### src/rtl/bios_uart_arb_pkg.sv
// bios_uart_arb_pkg: shared states, grant ids and ASCII constants for the BIOS/CPU UART arbiter
package bios_uart_arb_pkg;
  typedef enum logic [1:0] {ST_BOOT, ST_DRAIN, ST_RUN} state_e;
  typedef enum logic {GNT_BIOS, GNT_CPU} gnt_e;
  localparam logic [7:0] ASCII_ESC = 8'h1B;
  localparam logic [7:0] ASCII_CR = 8'h0D;
  localparam logic [7:0] ASCII_LF = 8'h0A;
  localparam logic [7:0] ESC_CHAR_DEF = ASCII_ESC;
endpackage

### src/rtl/bios_tx_rr_mux.sv
// bios_tx_rr_mux: round-robin BIOS/CPU merge into a single-entry UART transmit register
module bios_tx_rr_mux
  import bios_uart_arb_pkg::*;
(
  input  logic       clk,
  input  logic       clk_en,
  input  logic       rst,
  input  logic       cpu_en,
  input  logic [7:0] bios_tx_data,
  input  logic       bios_tx_valid,
  output logic       bios_tx_ready,
  input  logic [7:0] cpu_tx_data,
  input  logic       cpu_tx_valid,
  output logic       cpu_tx_ready,
  output logic [7:0] uart_tx_data,
  output logic       uart_tx_valid,
  input  logic       uart_tx_ready
);
  logic [7:0] tx_q, tx_d;
  logic tx_valid_q, tx_valid_d;
  gnt_e last_grant_q, last_grant_d, gnt;
  logic cpu_v, load_ok, load;
  always_comb begin
    cpu_v = cpu_en && cpu_tx_valid;
    gnt = (bios_tx_valid && cpu_v) ? (last_grant_q == GNT_BIOS ? GNT_CPU : GNT_BIOS) : (cpu_v ? GNT_CPU : GNT_BIOS);
    load_ok = clk_en && (!tx_valid_q || uart_tx_ready);
    bios_tx_ready = load_ok && gnt == GNT_BIOS;
    cpu_tx_ready = load_ok && gnt == GNT_CPU;
    load = (bios_tx_ready && bios_tx_valid) || (cpu_tx_ready && cpu_tx_valid);
    tx_d = load ? (gnt == GNT_CPU ? cpu_tx_data : bios_tx_data) : tx_q;
    tx_valid_d = load || (tx_valid_q && !(clk_en && uart_tx_ready));
    last_grant_d = load ? gnt : last_grant_q;
  end
  always_ff @(posedge clk) begin
    if (!rst) begin
      tx_q <= 8'h00;
      tx_valid_q <= 1'b0;
      last_grant_q <= GNT_CPU;
    end else begin
      tx_q <= tx_d;
      tx_valid_q <= tx_valid_d;
      last_grant_q <= last_grant_d;
    end
  end
  assign uart_tx_data = tx_q;
  assign uart_tx_valid = tx_valid_q;
endmodule

### src/rtl/bios_uart_arb.sv
// bios_uart_arb: routes one UART between BIOS and CPU, switching BOOT->RUN on boot_req and back on an escape sequence
module bios_uart_arb
  import bios_uart_arb_pkg::*;
#(
  parameter logic [7:0] ESC_CHAR = ESC_CHAR_DEF,
  parameter int ESC_COUNT = 3
) (
  input  logic       clk,
  input  logic       clk_en,
  input  logic       rst,
  input  logic [7:0] uart_rx_data,
  input  logic       uart_rx_valid,
  output logic       uart_rx_ready,
  output logic [7:0] uart_tx_data,
  output logic       uart_tx_valid,
  input  logic       uart_tx_ready,
  output logic [7:0] bios_rx_data,
  output logic       bios_rx_valid,
  input  logic       bios_rx_ready,
  input  logic [7:0] bios_tx_data,
  input  logic       bios_tx_valid,
  output logic       bios_tx_ready,
  input  logic       boot_req,
  output logic [7:0] cpu_rx_data,
  output logic       cpu_rx_valid,
  input  logic       cpu_rx_ready,
  input  logic [7:0] cpu_tx_data,
  input  logic       cpu_tx_valid,
  output logic       cpu_tx_ready,
  output logic       cpu_hold,
  output logic       run_mode
);
  localparam int CW = $clog2(ESC_COUNT + 1);
  localparam logic [CW-1:0] ESC_MAX = CW'(ESC_COUNT);
  state_e state_q, state_d;
  logic run_q, run_d;
  logic [CW-1:0] esc_cnt_q, esc_cnt_d, esc_inc;
  logic rx_acc, esc_hit;
  always_comb begin
    bios_rx_data = uart_rx_data;
    cpu_rx_data = uart_rx_data;
    bios_rx_valid = uart_rx_valid && state_q == ST_BOOT;
    cpu_rx_valid = uart_rx_valid && state_q == ST_RUN;
    uart_rx_ready = clk_en && (state_q == ST_BOOT ? bios_rx_ready : state_q == ST_RUN && cpu_rx_ready);
    rx_acc = uart_rx_valid && uart_rx_ready;
    esc_inc = esc_cnt_q == ESC_MAX ? ESC_MAX : esc_cnt_q + 1'b1;
    esc_hit = state_q == ST_RUN && rx_acc && uart_rx_data == ESC_CHAR && esc_inc == ESC_MAX;
    state_d = !clk_en ? state_q :
              state_q == ST_BOOT ? (boot_req ? ST_DRAIN : ST_BOOT) :
              state_q == ST_DRAIN ? (!uart_tx_valid && !bios_tx_valid ? ST_RUN : ST_DRAIN) :
              state_q == ST_RUN ? (esc_hit ? ST_BOOT : ST_RUN) : ST_BOOT;
    esc_cnt_d = state_q != ST_RUN ? '0 : !rx_acc ? esc_cnt_q : uart_rx_data == ESC_CHAR ? esc_inc : '0;
    run_d = state_d == ST_RUN;
  end
  always_ff @(posedge clk) begin
    if (!rst) begin
      state_q <= ST_BOOT;
      run_q <= 1'b0;
      esc_cnt_q <= '0;
    end else begin
      state_q <= state_d;
      run_q <= run_d;
      esc_cnt_q <= esc_cnt_d;
    end
  end
  assign run_mode = run_q;
  assign cpu_hold = !run_q;
  bios_tx_rr_mux u_tx (
    .clk(clk),
    .clk_en(clk_en),
    .rst(rst),
    .cpu_en(state_q == ST_RUN),
    .bios_tx_data(bios_tx_data),
    .bios_tx_valid(bios_tx_valid),
    .bios_tx_ready(bios_tx_ready),
    .cpu_tx_data(cpu_tx_data),
    .cpu_tx_valid(cpu_tx_valid),
    .cpu_tx_ready(cpu_tx_ready),
    .uart_tx_data(uart_tx_data),
    .uart_tx_valid(uart_tx_valid),
    .uart_tx_ready(uart_tx_ready)
  );
endmodule

### config.mk
export PLATFORM = sky130hd
export DESIGN_NAME = bios_uart_arb
export DESIGN_NICKNAME = d
export VERILOG_FILES = /design/src/rtl/bios_uart_arb_pkg.sv /design/src/rtl/bios_tx_rr_mux.sv /design/src/rtl/bios_uart_arb.sv
export SDC_FILE = /design/constraint.sdc
export NUM_CORES = 1
export LEC_CHECK = 0
export ABC_CLOCK_PERIOD_IN_PS = 2700
export BUFFER_PORTS_ARGS = -buffer_cell sky130_fd_sc_hd__clkbuf_2
export CAP_MARGIN = 15
export CORE_MARGIN = 1.5
export CORE_UTILIZATION = 43
export CTS_CLUSTER_DIAMETER = 120
export DETAILED_ROUTE_END_ITERATION = 12
export PLACE_DENSITY_LB_ADDON = 0.3
export SETUP_SLACK_MARGIN = 0.4
export SKIP_CTS_REPAIR_TIMING = 1
export SLEW_MARGIN = 30
export SYNTH_ARGS = -nofsm -noshare
export SYNTH_HDL_FRONTEND = slang
export SYNTH_SLANG_ARGS = --single-unit
### constraint.sdc
create_clock -name clk -period 2.7 [get_ports clk]
set_clock_uncertainty 0.15 [all_clocks]
set_input_delay 0.135 -clock clk [delete_from_list [all_inputs] [get_ports clk]]
set_output_delay 0.135 -clock clk [all_outputs]
set_load 0.1 [all_outputs]
# Yosys cells after proc, flatten, opt, wreduce, memory -nomap -nowiden
# Cells that the tools add are included.
[classes]
addsub = 1
n_mul = 0
div = 0
magnitude_cmp = 0
n_eq_ne = 7
shift = 0
muxes = 14
n_bitwise = 2
reduce_logical = 27
[op_table]
columns = ["operator", "n"]
rows = [
  ["$logic_and A1 B1 Y1", 18],
  ["$mux W2", 8],
  ["$eq A2 B2 Y1 const B", 4],
  ["$eq A8 B5 Y1 const B", 1],
  ["$mux W8", 1],
  ["$mux W1", 5],
  ["$logic_not A1 Y1", 4],
  ["$logic_or A1 B1 Y1", 3],
  ["$add A2 B1 Y2 const B", 1],
  ["$eq A2 B1 Y1 const B", 1],
  ["$logic_not A2 Y1", 1],
  ["$ne A2 B2 Y1 const B", 1],
  ["$not A1 Y1", 2],
  ["$reduce_or A2 Y1", 1],
]
[totals]
reg_bits = 15
latch_bits = 0
ram_bits = 0
mem_bits_ro = 0
input_bits = 34
output_inout_bits = 32
wordCells = 57
mem_count = 0

# Depth between registers and ports, before layout
[depth]
word_depth = 14
depth_mapped = 6
depth_no_buf = 4

# Cells and area by module
# From an unflattened synthesis, not the netlist that was laid out.
[unflattened]
hier_cells = 118
area_unflattened_um2 = 1051.0
[by_module_without_submodules]
columns = ["mod", "n_inst", "cells_each", "area_per_inst_um2", "seq_area_each_um2"]
rows = [
  ["bios_tx_rr_mux", 1, 64, 583.1, 200.2],
  ["bios_uart_arb", 1, 54, 467.9, 100.1],
]

# Worst setup path after synthesis
# Ideal clock, no wire load.
[synth_path]
path_type = "reg2out"
from = "register state_q[0]"
to = "output port bios_rx_valid"
t_arrival_ns = 2.650
required_ns = 2.415
slack_ns = -0.235
path_stages_with_launch = 3
n_path_buf = 1
cell_sequence = "dfxtp_1 > buf_4 > nor3b_1"
[synth_between]
elab_chain_cells = 2
[synth_rtl]
columns = ["item", "line", "source"]
rows = [
  ["from (decl)", "bios_uart_arb.sv:35", "state_e state_q, state_d;"],
  ["from (signal assigned)", "bios_uart_arb.sv:61", "state_q <= state_d;"],
  ["$logic_not A2 Y1", "bios_uart_arb.sv:42", "bios_rx_valid = uart_rx_valid && state_q == ST_BOOT;"],
  ["$logic_and A1 B1 Y1", "bios_uart_arb.sv:42", ""],
  ["to (decl)", "bios_uart_arb.sv:18", "output logic bios_rx_valid,"],
]
# No other way between the ends.

# Final worst setup path
[layout_path]
from = "register state_q[1]"
to = "output port cpu_tx_ready"
[layout_between]
elab_chain_cells = 5
word_cells_on_any_way = 6
cone_classes = "eq/ne (1); mux (2); reduce/logical (3)"
[layout_rtl]
columns = ["item", "line", "source"]
rows = [
  ["$eq A2 B2 Y1 (*)", "bios_uart_arb.sv:72", ".cpu_en(state_q == ST_RUN),"],
  ["$logic_and A1 B1 Y1 (*)", "bios_tx_rr_mux.sv:24", "cpu_v = cpu_en && cpu_tx_valid;"],
  ["$mux W1 / $logic_and A1 B1 Y1 (equally long branches)", "bios_tx_rr_mux.sv:25", "gnt = (bios_tx_valid && cpu_v) ? (last_grant_q == GNT_BIOS ? GNT_CPU : GNT_BIOS) : (cpu_v ? GNT_CPU : GNT_BIOS ..."],
  ["$mux W1 (*)", "bios_tx_rr_mux.sv:25", ""],
  ["$logic_and A1 B1 Y1 (*)", "bios_tx_rr_mux.sv:28", "cpu_tx_ready = load_ok && gnt == GNT_CPU;"],
  ["to (decl)", "bios_uart_arb.sv:29", "output logic cpu_tx_ready,"],
]
# Every way passes the cells marked *; elsewhere a longest branch is shown, timed or not.

==> qor.csv <==
stage,metric,value,unit
drt,post_drt_wl_per_cell,12.1,µm
clock_tree,cts.path.max_buffers,2,
grt,grtUsageTotal,17.0,%
synth,synth_edf_count,0,
drt,num_vias,1010,
pwr,p_clk_share,18.3,%
worst_hold_path,worstHoldPathType,input port to flip-flop,
synth,synth_nets,147,
clock_tree,cts-root-buf,clkbuf_4,
clock_tree,clkSlewWorstSetupHoldPaths,0.09,ns
pwr,p_per_area,509,nW/µm²
pwr,leakage,0.654,nW
final_layout,layout_commonest_cell,clkbuf_2,
pwr,ir_drop,338,µV
clock_tree,cts_max_level,1,
critical_path,crit_start,state_q[1],
drt,ant_nets,0,
grt,grt_max_degree,18,
final_layout,final_cell_mix,"65 x clkbuf_2, 18 x nand2_1, 16 x dlygate4sd3_1, 15 x dfxtp_1, 10 x o21ai_0",
timing,finalCriticalPeriod,2.19,ns
critical_path,arrival,1.91,ns
synth,synth-main-ff-cell,dfxtp_1,
final_layout,fillers,174,
clock_tree,clock-sinks,15,
pwr,p_seq_share,35.7,%
worst_hold_path,hold_start,uart_tx_ready,
critical_path,critical_path.startpoint_type,flip-flop,
drt,drt_pass1_iterations,4,
final_layout,multiInputGateArea,485,µm²
drt,drc,0,
timing,drv_slew,0,
final_layout,final_nets,212,
timing,setup_tns,0,ns
timing,max_freq,456,MHz
pwr,power_frac_comb,46.0,%
timing,rsz0062_at_grt,false,
grt,overflow,0,
timing,worst_pin_slew,0.664,ns
floorplan,ios,66,
timing,hold_violations,0,
synth,synth_seq_cells,15,
placement,gp_congestion,0.802,
flow_run,maxCapViolCount,0,
timing,timing.hold.ws,0.0226,ns
critical_path,r2r_cells,4,
final_layout,post-route-util,67.0,%
grt,grt_pass1_wl,3330,µm
critical_path,worst-path-max-fanout,9,
floorplan,die_w,50.0,µm
grt,grt_pass1_vias,781,
synth,ys_warn_count,0,
critical_path,r2r_end,u_tx.uart_tx_data[6],
floorplan,core_area,2020,µm²
critical_path,r2r-start,state_q[1],
final_layout,diodes,0,
final_layout,drive_gt1_share,46.3,%
critical_path,critPathRequiredTime,2.41,ns
critical_path,cp-end-kind,output pin,
final_layout,ff_latch_area,300,µm²
timing,finalCritPeriodShare,81.3,%
synth,seq_area_frac_synth,31.7,%
synth,ys_async_sr_fraction,0,%
outcome,outcome,"complete, no violations",
floorplan,start_util,46.9,%
pwr,p_int,0.360,mW
drt,first_iter_violations,14,
pwr,p_sw,0.329,mW
pwr,switching_share,47.8,%
clock_tree,cts_tree,yes,
critical_path,endpoint,cpu_tx_ready,
synth,syn_inst,113,
floorplan,rows,16,
synth,syn_area,948,µm²
clock_tree,clk_latency,0.27,ns
placement,port_buffers,65,
synth,avgSynthCellArea,8.39,µm²
placement,hpwlAfterDp,1710,µm
critical_path,path_class,flip-flop to output pin,
clock_tree,numCtsBuffers,3,
timing,relSlewSlack,55.7,%
final_layout,area_growth,42.7,%
synth,synth.distinct_cells,34,
critical_path,r2r_slack,0.80,ns
drt,routed_wl,2460,µm
timing,setup_violations,0,
floorplan,dieArea,2500,µm²
floorplan,die_y,50.0,µm
grt,antenna_found_initial,0,
drt,viasPerCell,4.95,
==> worst min path at each step <==
| stage | endpoint | cells past startpoint |
|---|---|---|
| after floorplan | u_tx.uart_tx_data[4] | 2 |
| after global placement | u_tx.uart_tx_data[0] | 3 |
| after detailed placement | u_tx.uart_tx_data[7] | 3 |
| after CTS | u_tx.uart_tx_data[4] | 3 |
| after global routing | u_tx.uart_tx_valid | 4 |
| final | u_tx.uart_tx_valid | 4 |
==> layer usage <==
metal	track usage, %	share of wire, %	up-vias
met4	2.78	0.57	0
met1	20.7	37	465
met5	0	0	-
li1	-	-	504
met2	30.2	55	39
met3	4.24	6.9	2
==> power groups by stage <==
stage | registers, mW | logic, mW | clock network [mW]
after floorplan | 0.317 | 0.191 | 0
after global placement | 0.250 | 0.294 | 0
after detailed placement | 0.251 | 0.296 | 0
after CTS | 0.246 | 0.297 | 0.128
after global routing | 0.248 | 0.329 | 0.139
final | 0.246 | 0.317 | 0.126
==> cell usage after synthesis, types with 2 or more instances <==
master	instances	share of area, %
a21oi_1	3	1.6
nor3_1	2	1.1
buf_4	18	14
a31oi_1	8	5.3
o21ai_0	10	5.3
dfxtp_1	15	32
nor2_1	7	2.8
inv_1	5	2.0
nand2_1	18	7.1
mux2i_1	2	2.1
nand3b_1	2	1.6
==> per-stage QoR <==
| step | std cells | total power [mW] | cell area, µm² | setup WS [ns] |
|---|---|---|---|---|
| floorplan | 113 | 0.508 | 963 | 0.373 |
| global placement | 184 | 0.545 | 1170 | 0.859 |
| detailed placement | 184 | 0.547 | 1170 | 0.817 |
| CTS | 188 | 0.671 | 1190 | 0.499 |
| global route | 204 | 0.715 | 1350 | 0.426 |
| finish | 204 | 0.689 | 1350 | 0.505 |
==> logic make-up after synthesis <==
group	share of synthesized area (%)
AOI/OAI and AO/OA	20.5
buffers and inverters	18.7
DFF	31.7
muxes	2.11
and+or+nand+nor	27.0
==> state kept, by name, indices dropped and copies added, names as in the netlist <==
name                count
u_tx.uart_tx_data       8
u_tx.uart_tx_valid      1
esc_cnt_q               2
state_q                 2
u_tx.last_grant_q       1
run_mode                1
==> final cells by class <==
| class | instances | area share [%] |
|---|---|---|
| multi-input cells | 71 | 35.9 |
| repair buffers | 81 | 35.9 |
| flip-flops and latches | 15 | 22.2 |
| well taps | 27 | 2.50 |
| clock buffers | 4 | 1.94 |
| inverters | 6 | 1.66 |
==> critical path, cell delays in order, from the launching register on <==
cell,delay [ns]
dfxtp_1,0.57
nand3b_4,0.16
a21o_1,0.29
nor2_2,0.15
clkbuf_2,0.46
No activity file was read; power rests on OpenSTA's default activity.
